File: src/rtl/product_accum_pkg.sv
// Shared types and widths for the product accumulator that sits behind the
// 4x4 array multiplier.
package product_accum_pkg;

  localparam int LEN_W  = 4;
  localparam int ACC_W  = 16;
  localparam int BYTE_W = 8;

  typedef enum logic [1:0] {
    IDLE    = 2'd0,
    ACCUM   = 2'd1,
    SEND_LO = 2'd2,
    SEND_HI = 2'd3
  } state_t;

endpackage

File: src/rtl/product_accumulator.sv
// Sums a programmed number of 8-bit products into a 16-bit accumulator and
// returns the sum as two bytes, low first, over a valid/ready byte channel.
module product_accumulator
  import product_accum_pkg::*;
#(
  parameter int LEN_W = product_accum_pkg::LEN_W,
  parameter int ACC_W = product_accum_pkg::ACC_W
) (
  input  logic              clk,
  input  logic              rst,
  input  logic              start,
  input  logic [LEN_W-1:0]  len,
  input  logic              in_valid,
  output logic              in_ready,
  input  logic [BYTE_W-1:0] in_prod,
  output logic              out_valid,
  input  logic              out_ready,
  output logic [BYTE_W-1:0] out_byte,
  output logic              busy,
  output logic              done
);

  // one extra bit so a length of 0 can hold the full 2^LEN_W count
  localparam int CNT_W = LEN_W + 1;

  state_t           state;
  logic [ACC_W-1:0] acc;
  logic [CNT_W-1:0] remaining;

  always_ff @(posedge clk) begin
    if (rst) begin
      state     <= IDLE;
      acc       <= '0;
      remaining <= '0;
      done      <= 1'b0;
    end else begin
      done <= 1'b0;
      case (state)
        IDLE: begin
          if (start) begin
            remaining <= (len == '0) ? {1'b1, {LEN_W{1'b0}}} : {1'b0, len};
            acc       <= '0;
            state     <= ACCUM;
          end
        end
        ACCUM: begin
          if (in_valid) begin
            acc       <= acc + {{(ACC_W-BYTE_W){1'b0}}, in_prod};
            remaining <= remaining - CNT_W'(1);
            if (remaining == CNT_W'(1)) state <= SEND_LO;
          end
        end
        SEND_LO: begin
          if (out_ready) state <= SEND_HI;
        end
        SEND_HI: begin
          if (out_ready) begin
            state <= IDLE;
            done  <= 1'b1;
          end
        end
        default: state <= IDLE;
      endcase
    end
  end

  // handshake outputs depend on state only, never on in_valid/out_ready
  assign in_ready  = (state == ACCUM);
  assign out_valid = (state == SEND_LO) || (state == SEND_HI);
  assign busy      = (state != IDLE);

  always_comb begin
    out_byte = '0;
    case (state)
      SEND_LO: out_byte = acc[BYTE_W-1:0];
      SEND_HI: out_byte = acc[2*BYTE_W-1:BYTE_W];
      default: out_byte = '0;
    endcase
  end

endmodule

File: config.mk
export PLATFORM = sky130hd
export DESIGN_NAME = product_accumulator
export DESIGN_NICKNAME = d
export VERILOG_FILES = /design/src/rtl/product_accum_pkg.sv /design/src/rtl/product_accumulator.sv
export SDC_FILE = /design/constraint.sdc
export NUM_CORES = 1
export LEC_CHECK = 0
export CORE_ASPECT_RATIO = 1.5
export CORE_MARGIN = 2
export CORE_UTILIZATION = 25
export CTS_CLUSTER_SIZE = 14
export DETAILED_ROUTE_END_ITERATION = 10
export PLACE_DENSITY_LB_ADDON = 0.12
export SYNTH_ARGS = -nofsm -noshare
export SYNTH_HDL_FRONTEND = slang
export SYNTH_SLANG_ARGS = --single-unit
File: constraint.sdc
create_clock -name clk -period 2.13 [get_ports clk]
set_input_delay 0.3195 -clock clk [delete_from_list [all_inputs] [get_ports clk]]
set_output_delay 0.3195 -clock clk [all_outputs]
set_load 0.05 [all_outputs]
# Word level (Yosys, flattened, before mapping)
# Index checks and enable logic that the tools add are counted.
op_classes:
  reduce_logical: 8
  eq_ne: 9
  addsub: 2
  n_bitwise: 1
  n_mux: 15
ops:
  columns: ["operator", "n"]
  rows:
  - ["$mux 16", 2]
  - ["$pmux 16 s2", 1]
  - ["$add 16x8->16", 1]
  - ["$pmux 8 s2", 1]
  - ["$mux 5", 3]
  - ["$mux 2", 5]
  - ["$pmux 5 s2", 1]
  - ["$ne 2x2->1 const B", 4]
  - ["$pmux 2 s4", 1]
  - ["$eq 5x1->1 const B", 1]
  - ["$reduce_and 5->1", 1]
  - ["$sub 5x1->5 const B", 1]
  - ["$eq 2x2->1 const B", 2]
  - ["$logic_not 4->1", 1]
  - ["$reduce_bool 2->1", 2]
  - ["$reduce_and 3->1", 1]
  - ["$eq 2x1->1 const B", 1]
  - ["$logic_not 2->1", 1]
  - ["$ne 2x1->1 const B", 1]
  - ["$reduce_or 2->1", 1]
  - ["$logic_or 1x1->1", 1]
  - ["$mux 1", 1]
  - ["$not 1->1", 1]
word_totals:
  wordCells: 39
  input_bits: 17
  regBits: 24
  output_inout_bits: 12

# Depth between registers and ports, before layout
logic_depth:
  word_depth: 4
  depth_mapped: 8
  depth_no_buf: 8

# Least setup slack after synthesis
# No wires, ideal clock.
synth_path:
  path_type: "register -> register"
  from: "register state[1]"
  to: "register acc[15]"
  required_time_ns: 2.060
  slack_ns: -0.022
  setup_time_ns: 0.070
  n_path_buf: 0
  t_arrival_ns: 2.082
  period_less_slack_ns: 2.152
  path_stages_with_launch: 8
  cell_sequence: "dfxtp_1 > inv_1 > ha_1 > mux2i_2 > nor2_8 > o211ai_4 > or4_1 > a21oi_1"
synth_between:
  elab_chain_len: 3
  elab_cells_between_ends: 7
  classes_between: "eq/ne (3); mux (1); reduce/logical (3)"
synth_lines:
  columns: ["element", "line", "text"]
  rows:
  - ["start, declared", "product_accumulator.sv:26", "state_t state;"]
  - ["start signal, assigned", "product_accumulator.sv:32", "state <= IDLE;"]
  - ["start signal, assigned", "product_accumulator.sv:43", "state <= ACCUM;"]
  - ["start signal, assigned", "product_accumulator.sv:50", "if (remaining == CNT_W'(1)) state <= SEND_LO;"]
  - ["$eq 2x1->1 *", null, null]
  - ["via in_ready", "product_accumulator.sv:14", "output logic in_ready,"]
  - ["$ne 2x2->1 (no line) / $reduce_bool 2->1 (equally long branches)", null, null]
  - ["$reduce_and 3->1 (no line)", null, null]
  - ["end signal, assigned", "product_accumulator.sv:48", "acc <= acc + {{(ACC_W-BYTE_W){1'b0}}, in_prod};"]
  - ["end, declared", "product_accumulator.sv:27", "logic [ACC_W-1:0] acc;"]
# Mark *: on every way through the listed nets, which the timed path passes. The rest lies on a longest branch.
# A chain may end at the register's enable or synchronous reset.

# Worst setup path in the final report
layout_path:
  from: "input port in_prod[0]"
  to: "register acc[6]"
layout_between:
  elab_chain_len: 3
layout_lines:
  columns: ["element", "line", "text"]
  rows:
  - ["start, declared", "product_accumulator.sv:15", "input logic [BYTE_W-1:0] in_prod,"]
  - ["$add 16x8->16", "product_accumulator.sv:48", null]
  - ["$mux 16", "product_accumulator.sv:47", "if (in_valid) begin"]
  - ["$pmux 16 s2", "product_accumulator.sv:38", "case (state)"]
# No other way between the ends. The select of a mux whose other input is x is not followed.

==> reports/qor.json <==
{
  "numCtsBuffers": {"value": 3},
  "die-width": {"value": 70.4, "unit": "um"},
  "synth_enable_flop_cells": {"value": 0},
  "synth_nets": {"value": 235},
  "critPathKind": {"value": "primary input to flip-flop"},
  "grt_antenna_before_repair": {"value": 0},
  "globalRouteOverflowTotal": {"value": 0},
  "critical_path_cell_sequence": {"value": "clkdlybuf4s50_1 -> ha_1 -> inv_1 -> fa_1 -> nand2b_4 -> a21oi_4 -> buf_4 -> o21ai_0 -> a32oi_1 -> nor2_1"},
  "cts.htree.levels": {"value": 1},
  "regToRegStartpoint": {"value": "state[0]"},
  "power.switching": {"value": 0.990, "unit": "mW"},
  "timing.critical_path.arrival": {"value": 2190, "unit": "ps"},
  "clock_latency": {"value": 270, "unit": "ps"},
  "hold_viol": {"value": 0},
  "portBuffers": {"value": 28},
  "critical-path-max-stage-delay": {"value": 460, "unit": "ps"},
  "critical_path.slowest_cell": {"value": "sky130_fd_sc_hd__clkdlybuf4s50_1"},
  "sw_frac_of_total": {"value": 0.453},
  "grt_start_max_net_pins": {"value": 15},
  "clock-skew-final": {"value": 2.53, "unit": "ps"},
  "ys.warnings.count": {"value": 0},
  "final-setup-viol-count": {"value": 0},
  "synthesis.instances": {"value": 202},
  "drtPass1Iterations": {"value": 4},
  "startpoint_type": {"value": "primary input"},
  "layout_worst_path_cycle_share": {"value": 0.955},
  "pwr-share-seq": {"value": 0.272},
  "post-dp-hpwl": {"value": 3960, "unit": "um"},
  "final_core_utilization": {"value": 0.365},
  "max_cap_viol_count": {"value": 0},
  "synth_seq_area_share": {"value": 0.290},
  "area_growth_syn_to_layout": {"value": 42.1, "unit": "%"},
  "timing.critical_path.from": {"value": "in_prod[0]"},
  "setup.reg_to_reg.worst_slack": {"value": 170, "unit": "ps"},
  "grt_pass1_vias": {"value": 1670},
  "cts_hold_repair.buffers": {"value": 0},
  "die_area": {"value": 0.00730, "unit": "mm^2"},
  "cp.required": {"value": 2280, "unit": "ps"},
  "cts_tree": {"value": "yes"},
  "fmax": {"value": 492, "unit": "MHz"},
  "ys.flop_type": {"value": "sky130_fd_sc_hd__dfxtp_1"},
  "pwr-share-clk": {"value": 0.128},
  "place.detailed.instances": {"value": 324},
  "grt_setup_unrepaired": {"value": "false"},
  "effective_utilization_at_floorplan": {"value": 0.257},
  "final.setup.tns": {"value": 0, "unit": "ps"},
  "grtUsageTotal": {"value": 0.139},
  "share_of_layout_cells_above_drive_strength_1": {"value": 0.207},
  "vdd_ir_drop_max": {"value": 0.000622, "unit": "V"},
  "power.static_leakage": {"value": 0.967, "unit": "nW"},
  "gp_congestion": {"value": 0.761},
  "wire_length_of_the_first_global_routing_pass": {"value": 8110, "unit": "um"},
  "total_power": {"value": 2.19, "unit": "mW"},
  "top_level_ports": {"value": 29},
  "cts-root-to-sink-buffers": {"value": 2},
  "detailroute.via_count": {"value": 1629},
  "min-delay-path-class": {"value": "flip-flop to flip-flop"},
  "outcome": {"value": "finished clean"},
  "finalWorstPathRequiredPeriod": {"value": 2030, "unit": "ps"},
  "synth.cell_area": {"value": 0.00165, "unit": "mm^2"},
  "worstSetupEndpointType": {"value": "flip-flop"},
  "dominant_delay_contributor_by_cell_family_on_the_critical_path": {"value": "buffers and inverters"},
  "post_drt_wl_per_cell": {"value": 14.7, "unit": "um"},
  "syn_area_cell": {"value": 8.19, "unit": "um^2"},
  "r2r.worst_path.cells": {"value": 7},
  "drcViolationCount": {"value": 0},
  "worst_slew_pin_slew": {"value": 565, "unit": "ps"},
  "rows": {"value": 36},
  "cts.sinks": {"value": 24},
  "drtIter0Drc": {"value": 65},
  "maximum_fanout_count_along_the_critical_path": {"value": 4},
  "final_net_count": {"value": 286},
  "insertedDiodeCount": {"value": 0},
  "core": {"value": 0.00644, "unit": "mm^2"},
  "chipHeight": {"value": 104, "unit": "um"},
  "timing.max_slew.rel_slack": {"value": 0.622},
  "comb_power_share": {"value": 0.600},
  "crit_buf_inv": {"value": 3},
  "post_synth_num_cell_types": {"value": 41},
  "async_reset_ff_frac": {"value": 0},
  "synth_seq_cells": {"value": 24},
  "r2r_end": {"value": "acc[15]"},
  "timing.final.max_slew_violations": {"value": 0},
  "worst_setup_hold_path_clk_slew": {"value": 90, "unit": "ps"},
  "wirelength": {"value": 4820, "unit": "um"},
  "path_depth": {"value": 10},
  "p_int": {"value": 1.20, "unit": "mW"},
  "powerDensity": {"value": 930, "unit": "mW/mm^2"},
  "clock_tree.root_cell": {"value": "sky130_fd_sc_hd__clkbuf_8"},
  "drtAntennaViolNets": {"value": 0},
  "non_filler_cells_in_the_finished_layout": {"value": 327},
  "worstSetupEndpoint": {"value": "acc[6]"},
  "vias_per_cell": {"value": 4.98}
}
[how the worst min path moves through the flow]
stage / start / endpoint / slack (ps) / cells after the start
3_5_place_dp: remaining[4] / remaining[4] / 480 / 2
5_1_grt: remaining[4] / remaining[4] / 500 / 2
6_report: acc[15] / acc[15] / 490 / 2
2_1_floorplan: out_ready / done / 440 / 2
4_1_cts: remaining[4] / remaining[4] / 490 / 2
3_3_place_gp: acc[15] / acc[15] / 470 / 2
[kinds of logic (layout without fill, tap and decap cells)]
family / after synthesis / in the layout / share of synthesized area
AOI/OAI and AO/OA: 61 / 61 / 0.255
muxes: 5 / 5 / 0.0325
buffers and inverters: 22 / 71 / 0.0507
and+or+nand+nor: 69 / 69 / 0.219
xor gates and xnor gates: 5 / 5 / 0.0265
adders and majority gates: 16 / 16 / 0.126
DFF: 24 / 24 / 0.290
[layout make-up]
cell class                 count  area, um^2
clock buffer                   3        41.3
fill                         694        4090
inverter                      15        56.3
multi-input combinational    156        1120
sequential                    24         480
tap                           76        95.1
timing repair buffer          53         553
[power groups by stage]
stage / clock (mW) / sequential [mW] / combinational (mW)
after floorplan: 0 / 0.585 / 0.860
after global placement: 0 / 0.607 / 1.31
after detailed placement: 0 / 0.607 / 1.32
after CTS: 0.295 / 0.597 / 1.32
after global routing: 0.309 / 0.606 / 1.45
final: 0.279 / 0.595 / 1.31
[routing by layer]
metal,part of all wire,vias up,global-route usage,wire [um]
met1,0.40,754,0.145,1950
met4,0.031,0,0.0618,148
met3,0.026,10,0.0175,126
li1,-,835,-,-
met5,0,-,0,0
met2,0.54,30,0.268,2590
[timing repair]
action	in CTS	in global routing
resized for setup	1	9
buffers inserted	0	0
pin swaps	0	4
endpoints found under the setup margin	1	6
[synth_stat cells (2+ instances only)]
cell type	instances	area, um^2
sky130_fd_sc_hd__o21ai_0	11	55.1
sky130_fd_sc_hd__or2_2	2	12.5
sky130_fd_sc_hd__nand4b_1	3	26.3
sky130_fd_sc_hd__a22oi_1	2	15.0
sky130_fd_sc_hd__mux2i_1	4	40.0
sky130_fd_sc_hd__nor3_1	4	20.0
sky130_fd_sc_hd__nand2_1	15	56.3
sky130_fd_sc_hd__a32oi_1	3	26.3
sky130_fd_sc_hd__and3_1	3	18.8
sky130_fd_sc_hd__nand3_1	3	15.0
sky130_fd_sc_hd__inv_1	15	56.3
sky130_fd_sc_hd__o211ai_1	2	15.0
sky130_fd_sc_hd__a21o_1	3	22.5
sky130_fd_sc_hd__a211oi_1	4	30.0
sky130_fd_sc_hd__ha_1	15	188
sky130_fd_sc_hd__a21boi_0	2	15.0
sky130_fd_sc_hd__a21oi_1	18	90.1
sky130_fd_sc_hd__o2111ai_1	3	26.3
sky130_fd_sc_hd__or4_1	2	15.0
sky130_fd_sc_hd__a22o_1	8	70.1
sky130_fd_sc_hd__clkbuf_1	5	18.8
sky130_fd_sc_hd__nand4_1	2	12.5
sky130_fd_sc_hd__xor2_1	4	35.0
sky130_fd_sc_hd__or3_1	5	31.3
sky130_fd_sc_hd__nand2b_1	6	37.5
sky130_fd_sc_hd__nor2_1	20	75.1
sky130_fd_sc_hd__dfxtp_1	24	480
[worst reg2reg max path: cells and delay by family (launching register included)]
| family | cells | cell delay [ps] |
|---|---|---|
| simple gates | 3 | 900 |
| compound gates | 2 | 250 |
| buf+inv | 1 | 110 |
| fa+ha+maj | 1 | 260 |
| flops | 1 | 380 |
[per-stage QoR]
| stage | area (um^2) | worst slack [ps] | hold WS [ps] |
|---|---|---|---|
| final | 2350 | 96.3 | 487 |
| after global routing | 2350 | 8.46 | 504 |
| after CTS | 2320 | 4.61 | 490 |
| after detailed placement | 2280 | -329 | 476 |
| after global placement | 2280 | -288 | 465 |
| after floorplan | 1660 | 151 | 442 |
[sequential cells by signal, summed over array words and instances, names as in the netlist]
name,count
acc,16
remaining,5
state,2
done,1
[layout by cell type, fill, tap and decap left out, types with 3 or more instances in the layout]
master | netlist | routed
sky130_fd_sc_hd__a211oi_1 | 4 | 4
sky130_fd_sc_hd__a21o_1 | 3 | 3
sky130_fd_sc_hd__a21oi_1 | 18 | 16
sky130_fd_sc_hd__a22o_1 | 8 | 8
sky130_fd_sc_hd__a32oi_1 | 3 | 3
sky130_fd_sc_hd__and3_1 | 3 | 3
sky130_fd_sc_hd__buf_12 | 0 | 9
sky130_fd_sc_hd__buf_4 | 0 | 27
sky130_fd_sc_hd__clkbuf_8 | 0 | 3
sky130_fd_sc_hd__clkdlybuf4s50_1 | 0 | 17
sky130_fd_sc_hd__dfxtp_1 | 24 | 24
sky130_fd_sc_hd__ha_1 | 15 | 13
sky130_fd_sc_hd__inv_1 | 15 | 15
sky130_fd_sc_hd__mux2i_1 | 4 | 4
sky130_fd_sc_hd__nand2_1 | 15 | 15
sky130_fd_sc_hd__nand2b_1 | 6 | 5
sky130_fd_sc_hd__nand3_1 | 3 | 3
sky130_fd_sc_hd__nand4b_1 | 3 | 3
sky130_fd_sc_hd__nor2_1 | 20 | 20
sky130_fd_sc_hd__nor3_1 | 4 | 4
sky130_fd_sc_hd__o2111ai_1 | 3 | 3
sky130_fd_sc_hd__o21ai_0 | 11 | 9
sky130_fd_sc_hd__or3_1 | 5 | 5
sky130_fd_sc_hd__xor2_1 | 4 | 4
(Power assumes the default switching activity.)
